### config.mk
export PLATFORM = sky130hd
export DESIGN_NAME = fetch_unit
export DESIGN_NICKNAME = d
export VERILOG_FILES = /design/src/rtl/fetch_unit.sv
export SDC_FILE = /design/constraint.sdc
export NUM_CORES = 1
export LEC_CHECK = 0
export CAP_MARGIN = 20
export CORE_MARGIN = 4
export CORE_UTILIZATION = 49
export CTS_CLUSTER_DIAMETER = 80
export CTS_CLUSTER_SIZE = 20
export DETAILED_ROUTE_END_ITERATION = 10
export GPL_TIMING_DRIVEN = 0
export HOLD_SLACK_MARGIN = 0.03
export PLACE_DENSITY_LB_ADDON = 0.2
export SYNTH_ARGS = -nofsm -noshare
export SYNTH_HDL_FRONTEND = slang
export SYNTH_SLANG_ARGS = --single-unit
### constraint.sdc
create_clock -name clk -period 7.1 [get_ports clk]
set_clock_uncertainty 0.15 [all_clocks]
set_input_delay 1.42 -clock clk [delete_from_list [all_inputs] [get_ports clk]]
set_output_delay 1.42 -clock clk [all_outputs]
set_load 0.02 [all_outputs]
### src/rtl/fetch_unit.sv
// Instruction fetch unit: owns the PC, issues memory reads and latches the instruction register.
// Optional bus timeout watchdog enabled by defining FETCH_TIMEOUT_EN.
module fetch_unit #(
  parameter logic [11:0] RESET_PC       = 12'd0,
  parameter int          TIMEOUT_CYCLES = 15
) (
  input  logic        clk,
  input  logic        rst,
  input  logic        fetch_start,
  input  logic        pc_skip,
  input  logic        pc_jump,
  input  logic [11:0] pc_target,
  output logic        mem_req,
  output logic [11:0] mem_addr,
  input  logic [11:0] mem_rdata,
  input  logic        mem_ack,
  output logic [11:0] instruction,
  output logic [11:0] PCout,
  output logic        fetch_done,
  output logic        halted,
  output logic        bus_err
);

  typedef enum logic [1:0] {
    IDLE = 2'd0,
    BUSY = 2'd1,
    HALT = 2'd2
  } state_t;

  state_t      state_q;
  logic [11:0] pc_q;
  logic [11:0] instr_q;
  logic        mem_req_q;
  logic        done_q;
  logic        halted_q;
  logic        bus_err_q;
  logic [11:0] pc_idle_d;

`ifdef FETCH_TIMEOUT_EN
  localparam int CW = (TIMEOUT_CYCLES < 2) ? 1 : $clog2(TIMEOUT_CYCLES + 1);
  localparam logic [CW-1:0] LAST_WAIT = CW'(TIMEOUT_CYCLES - 1);
  logic [CW-1:0] count_q;
`else
  logic [31:0] unused_timeout_cfg;
  assign unused_timeout_cfg = 32'(TIMEOUT_CYCLES);
`endif

  // Jump beats skip; the result also decides whether a same-cycle fetch halts.
  always_comb begin
    pc_idle_d = pc_q;
    if (pc_jump) begin
      pc_idle_d = pc_target;
    end else if (pc_skip) begin
      pc_idle_d = pc_q + 12'd1;
    end
  end

  always_ff @(posedge clk or negedge rst) begin
    if (!rst) begin
      state_q   <= IDLE;
      pc_q      <= RESET_PC;
      instr_q   <= 12'd0;
      mem_req_q <= 1'b0;
      done_q    <= 1'b0;
      halted_q  <= 1'b0;
      bus_err_q <= 1'b0;
`ifdef FETCH_TIMEOUT_EN
      count_q   <= '0;
`endif
    end else begin
      done_q <= 1'b0;
      case (state_q)
        IDLE: begin
          pc_q <= pc_idle_d;
          if (fetch_start) begin
            if (pc_idle_d == 12'hFFF) begin
              state_q  <= HALT;
              halted_q <= 1'b1;
            end else begin
              state_q   <= BUSY;
              mem_req_q <= 1'b1;
`ifdef FETCH_TIMEOUT_EN
              count_q   <= '0;
`endif
            end
          end
        end
        BUSY: begin
          // An ack on the final allowed cycle still completes the fetch.
          if (mem_ack) begin
            instr_q   <= mem_rdata;
            pc_q      <= pc_q + 12'd1;
            done_q    <= 1'b1;
            mem_req_q <= 1'b0;
            state_q   <= IDLE;
          end
`ifdef FETCH_TIMEOUT_EN
          else if (count_q == LAST_WAIT) begin
            bus_err_q <= 1'b1;
            halted_q  <= 1'b1;
            mem_req_q <= 1'b0;
            state_q   <= HALT;
          end else begin
            count_q <= count_q + 1'b1;
          end
`endif
        end
        HALT: begin
          halted_q <= 1'b1;
        end
        default: begin
          state_q   <= IDLE;
          mem_req_q <= 1'b0;
        end
      endcase
    end
  end

  assign mem_req     = mem_req_q;
  assign mem_addr    = pc_q;
  assign instruction = instr_q;
  assign PCout       = pc_q;
  assign fetch_done  = done_q;
  assign halted      = halted_q;
  assign bus_err     = bus_err_q;

endmodule

==> flow_summary_export.csv, run 1 <==
group,metric,value,unit
floorplan,die_h,71.5,um
routing,wl,5760,um
timing,rsz0062_at_grt,"no",
clock_network,cts.sinks,29,
routing,wl_per_cell,16.6,um
synth,synth_nets,254,
synth,yosys_warnings,1,
routing,vias,2057,
placed_design,place_ws,3.13,ns
placed_design,post-place-cells,339,
timing,fin_ws,3.41,ns
timing,layout_min_cycle_time,3.69,ns
grt,use_met3,4.49,%
clock_network,cts_tree,"built",
synth,netlist_instances,223,
clock_network,clock-root-buffer,"clkbuf_8",
power,p_leak,0.00113,uW
grt,grt_max_degree,20,
clock_network,path_clk_slew,0.07,ns
placed_design,placed_area,2730,um2
floorplan,io_pins,70,
timing,relSlewSlack,59.8,%
layout,antenna_cells,0,
routing,dr.pass1.iters,5,
clock_network,postCtsResizedCells,0,
clock_network,postCtsSetupRepairBufs,0,
clock_network,clk_latency,0.29,ns
synth,synth_flop_cell,"dfrtp_1",
setup_path,critPathRequiredTime,7.17,ns
grt,grt_overflow,0,
layout,final_area,2830,um2
synth,synth_simple_gate_area_share,19.3,%
grt,met1_usage,29.5,%
routing,viasPerCell,5.93,
synth,synth_edf_count,0,
setup_path,cp-start-kind,"input port",
synth,syn_area,1970,um2
floorplan,fp.dieW,71.5,um
timing,report.final.slew_viol_count,0,
clock_network,cts_buffer_depth,2,
layout,area_delta_synth_final,43.3,%
synth,synth_fa_ha_area_share,0.634,%
grt,grtUsageTotal,22.9,%
timing,fmax,271,MHz
synth,synth-compound-area-share,22.4,%
flow_run,drv_cap,0,
grt,grt_pass1_vias,2014,
layout,drive_gt1_share,16.4,%
placed_design,dp_hpwl,4320,um
clock_network,postCtsHoldBufs,0,
synth,synthArstFlopShare,100,%
placed_design,gp_congestion,0.934,
timing,setup_viol,0,
timing,period_share,52.0,%
synth,ys_ff_latch,29,
setup_path,critical_path_class,"in -> reg",
layout,finalNetCount,329,
grt,busiest_layer,"met2",
synth,yosys.area_share.xor_xnor,1.33,%
synth,synthMuxAreaShare,8.94,%
floorplan,start_util,52.4,%
clock_network,htree_num_levels,2,
floorplan,core,3770,um2
synth,ys_seq_area_share,36.8,%
placed_design,io_buffers,67,
power,ir_worst_vdd,0.273,mV
layout,final_common_cell,"clkdlybuf4s50_1",
hold_path,min-delay-path-class,"reg -> reg",
setup_path,r2r_slack,4.41,ns
routing,drc_errors,0,
timing,tns,0,ns
grt,grt_pass1_wl,9380,um
setup_path,worstPathMaxFanout,10,
layout,final_cell_mix,"clkdlybuf4s50_1, dfrtp_1, o21ai_0, a21oi_1, nand2_1",
grt,antenna_found_initial,0,
synth,ys_types,53,
status,status,"finished clean",
setup_path,arrival,3.76,ns
synth,synth_top_family_by_area,"compound AO/OA/AOI/OAI gates",
floorplan,dieArea,5110,um2
setup_path,cp-end-kind,"flip-flop",
timing,worst_hold_slack,0.332,ns
floorplan,num_rows,22,
clock_network,cts-buffers-inserted,5,
grt,use_met2,39.3,%
synth,avgSynthCellArea,8.85,um2
timing,hold_viol,0,
layout,final_cell_count_no_fill,347,
power,powerDensity,383,nW/um2
routing,drt_iter0_drc,202,
timing,worst_slew_pin_slew,0.601,ns
routing,ant_nets,0,
-- state kept, by name (all words and copies together) (netlist names) --
name	count
instruction	12
mem_req	1
halted	1
PCout	12
state_q	2
fetch_done	1
-- where the power goes --
group	leakage [uW]	total (uW)	internal (uW)	switching, uW
clock network	0.0000512	150	78.5	71.6
logic	0.000745	656	314	341
registers	0.000337	277	222	55.2
total	0.00113	1080	615	468
-- kinds of logic (layout without fill, tap and decap cells) --
kind of cell,count (synthesis),after routing
multiplexers,16,16
XOR/XNOR,3,3
flip-flops,29,29
other,1,1
AND/OR/NAND/NOR,70,70
adder cells (fa/ha/maj),1,1
buffers and inverters,37,113
AO/OA/AOI/OAI,66,66
-- area by class of cell --
class | instances | area [um2]
Multi-Input combinational cell | 157 | 1040
Fill cell | 301 | 942
Sequential cell | 29 | 726
Timing Repair Buffer | 68 | 698
Buffer | 29 | 178
Clock buffer | 6 | 82.6
Tap cell | 48 | 60.1
Inverter | 8 | 30.0
Clock inverter | 2 | 13.8
-- worst max-delay path: stages --
cell and delay (ns):
clkdlybuf4s50_1 0.56, buf_2 0.24, nand4_1 0.24, nor4_1 0.31, o31ai_1 0.12, or2_2 0.32, o41a_1 0.44, o21bai_2 0.11
-- final timing paths --
kind | startpoint | to | cells past startpoint
setup / recovery | pc_skip | halted$_DFFE_PN0P_ | 8
hold / removal | halted$_DFFE_PN0P_ | halted$_DFFE_PN0P_ | 1
setup reg to reg | PCout[1]$_DFFE_PN0P_ | halted$_DFFE_PN0P_ | 7
hold reg to reg | halted$_DFFE_PN0P_ | halted$_DFFE_PN0P_ | 1
max in group asynchronous | rst | instruction[9]$_DFFE_PN0P_ | 2
min in group asynchronous | rst | instruction[6]$_DFFE_PN0P_ | 1
-- synth_stat cells (3+ instances only) --
library cell	count	share of area, %
dfrtp_1	29	37
o31ai_1	6	2.3
nor4_1	6	1.9
nand4_1	7	2.2
o21ai_0	16	4.1
buf_4	14	5.3
a21oi_1	16	4.1
o22ai_1	3	0.95
mux2_2	12	6.8
nor2_1	8	1.5
nand2_1	15	2.9
mux2i_1	3	1.5
buf_2	7	1.8
nand2b_1	8	2.5
o31a_1	3	1.3
nand3_1	9	2.3
inv_1	8	1.5
clkbuf_1	6	1.1
nor3_1	4	1.0
-- metal layers --
| layer | share of wire, % | routed length (um) |
|---|---|---|
| met5 | 0 | 0 |
| met3 | 8.1 | 465 |
| met1 | 39 | 2270 |
| met4 | 1.5 | 88 |
| met2 | 51 | 2940 |
-- through the flow --
step           total power, uW  utilization [%]
4_1_cts                   1080             75.0
3_5_place_dp               931             72.5
3_3_place_gp               915             71.7
5_1_grt                   1140             75.0
2_1_floorplan              664                -
6_report                  1080             75.0
No activity file was read; power rests on OpenSTA's default activity.
==> run 2: changes to the inputs <==
--- a/config.mk
+++ b/config.mk
@@ -7,7 +7,7 @@
 export LEC_CHECK = 0
 export CAP_MARGIN = 20
 export CORE_MARGIN = 4
-export CORE_UTILIZATION = 49
+export CORE_UTILIZATION = 41
 export CTS_CLUSTER_DIAMETER = 80
 export CTS_CLUSTER_SIZE = 20
 export DETAILED_ROUTE_END_ITERATION = 10
==> constraint.sdc (replaced) <==
create_clock -name clk -period 3.3 [get_ports clk]
set_clock_uncertainty 0.15 [all_clocks]
set_input_delay 0.66 -clock clk [delete_from_list [all_inputs] [get_ports clk]]
set_output_delay 0.66 -clock clk [all_outputs]
set_load 0.02 [all_outputs]
==> run 2 against run 1 <==
Effect of this change:
- clock power increased by 97%
- die area increased by 17%
- global-route usage decreased by 4.4 points
- non-clock buffer count unchanged
- critical path depth unchanged
- sequential share of layout area about the same
- first-iteration DRC count decreased by 20%
==> flow_summary_export.csv, run 2 (synthesis gave the netlist of run 1 again) <==
group,metric,value,unit
timing,fmax,341,MHz
routing,vias,1961,
flow_run,drv_cap,0,
timing,relSlewSlack,51.9,%
grt,grtUsageTotal,18.6,%
layout,final_cell_mix,"clkdlybuf4s50_1, dfrtp_1, o21ai_0, a21oi_1, nand2_1",
grt,antenna_found_initial,0,
clock_network,path_clk_slew,0.07,ns
floorplan,dieArea,5990,um2
placed_design,dp_hpwl,4120,um
routing,drt_iter0_drc,162,
setup_path,cp-end-kind,"flip-flop",
timing,worst_hold_slack,0.327,ns
routing,wl,5500,um
layout,final_cell_count_no_fill,351,
power,ir_worst_vdd,0.420,mV
timing,period_share,88.9,%
layout,final_area,2820,um2
timing,report.final.slew_viol_count,0,
layout,finalNetCount,329,
layout,final_common_cell,"clkdlybuf4s50_1",
setup_path,arrival,2.94,ns
setup_path,cp-start-kind,"input port",
power,clockPowerShare,12.9,%
placed_design,placed_area,2740,um2
clock_network,cts_tree,"built",
routing,ant_nets,0,
timing,layout_min_cycle_time,2.94,ns
clock_network,cts-buffers-inserted,5,
floorplan,start_util,43.8,%
power,p_leak,0.00113,uW
routing,drc_errors,0,
floorplan,die_h,77.4,um
clock_network,postCtsHoldBufs,0,
placed_design,io_buffers,67,
placed_design,gp_congestion,0.884,
clock_network,cts.sinks,29,
clock_network,htree_num_levels,2,
grt,grt_pass1_vias,1876,
clock_network,postCtsSetupRepairBufs,0,
floorplan,fp.dieW,77.4,um
floorplan,io_pins,70,
timing,worst_slew_pin_slew,0.719,ns
clock_network,clk_latency,0.28,ns
hold_path,min-delay-path-class,"reg -> reg",
power,powerDensity,809,nW/um2
grt,grt_pass1_wl,9160,um
power,seqPwrFrac,26.0,%
routing,dr.pass1.iters,4,
setup_path,critPathRequiredTime,3.31,ns
floorplan,core,4500,um2
setup_path,worstPathMaxFanout,10,
timing,setup_viol,0,
clock_network,clock-root-buffer,"clkbuf_8",
timing,rsz0062_at_grt,"no",
layout,fillCellCount,420,
power,swShare,43.2,%
timing,tns,0,ns
clock_network,cts_buffer_depth,2,
floorplan,num_rows,24,
timing,hold_viol,0,
routing,wl_per_cell,15.7,um
grt,grt_overflow,0,
power,internal_power,1300,uW
clock_network,postCtsResizedCells,0,
layout,antenna_cells,0,
layout,drive_gt1_share,16.4,%
placed_design,post-place-cells,343,
routing,viasPerCell,5.59,
power,switchingPower,987,uW
power,combPwrFrac,61.1,%
setup_path,critical_path_class,"in -> reg",
grt,grt_max_degree,18,
status,status,"finished clean",
layout,area_delta_synth_final,43.0,%
[run 2: changes by cell type in the layout (fill, tap and decap cells not counted), sizes merged]
cell and change:
clkbuf -1, clkinvlp +1
[run 2: layout make-up]
type | instances | area (um2) | area share, %
Multi-Input combinational cell | 157 | 1040 | 36.9
Sequential cell | 29 | 726 | 25.7
Timing Repair Buffer | 68 | 698 | 24.7
Buffer | 29 | 178 | 6.29
Clock buffer | 5 | 68.8 | 2.44
Tap cell | 52 | 65.1 | 2.30
Inverter | 8 | 30.0 | 1.06
Clock inverter | 3 | 17.5 | 0.620
[run 2: path summary, 6_finish.rpt]
check / slack (ns) / from / end / cells after the start
setup / recovery: 0.36 / pc_skip / state_q[0]$_DFFE_PN0P_ / 8
min in group asynchronous: 0.66 / rst / PCout[11]$_DFFE_PN0P_ / 1
hold reg to reg: 0.33 / halted$_DFFE_PN0P_ / halted$_DFFE_PN0P_ / 1
setup reg to reg: 0.61 / PCout[1]$_DFFE_PN0P_ / halted$_DFFE_PN0P_ / 7
max in group asynchronous: 1.81 / rst / instruction[4]$_DFFE_PN0P_ / 2
hold / removal: 0.33 / halted$_DFFE_PN0P_ / halted$_DFFE_PN0P_ / 1
[run 2: stage by stage]
stage / setup slack (ns) / total power (uW) / utilization [%]
global route: 0.130 / 2430 / 62.7
detailed placement: 0.107 / 1990 / 60.8
global placement: 0.118 / 1980 / 60.2
finish: 0.365 / 2290 / 62.7
floorplan: 0.752 / 1430 / -
CTS: 0.397 / 2290 / 62.7
[run 2: per-layer routing]
layer | track usage [%] | routed length, um
met1 | 24.0 | 2390
met2 | 32.2 | 2730
met3 | 3.36 | 333
met4 | 4.63 | 38
met5 | 0 | 0
[run 2: worst max-delay path, cell delays in order]
cell             delay (ns)
clkdlybuf4s50_1        0.56
buf_2                  0.25
nand4_1                0.22
nor4_1                 0.28
o31ai_1                0.11
or2_2                  0.32
nor4_1                 0.41
o31ai_1                0.12
[run 2: power groups by stage]
stage               Sequential (uW)  Clock, uW  Combinational [uW]
global placement                594          0                1380
floorplan                       733          0                 694
detailed placement              600          0                1390
global route                    617        315                1500
finish                          593        295                1400
CTS                             595        298                1400
==> run 3: changes to the inputs <==
--- a/config.mk
+++ b/config.mk
@@ -12,7 +12,6 @@
 export CTS_CLUSTER_SIZE = 20
 export DETAILED_ROUTE_END_ITERATION = 10
 export GPL_TIMING_DRIVEN = 0
-export HOLD_SLACK_MARGIN = 0.03
 export PLACE_DENSITY_LB_ADDON = 0.2
 export SYNTH_ARGS = -nofsm -noshare
 export SYNTH_HDL_FRONTEND = slang
==> results of run 3 <==
No change in the layout: final DEF, timing and power equal those of run 2.
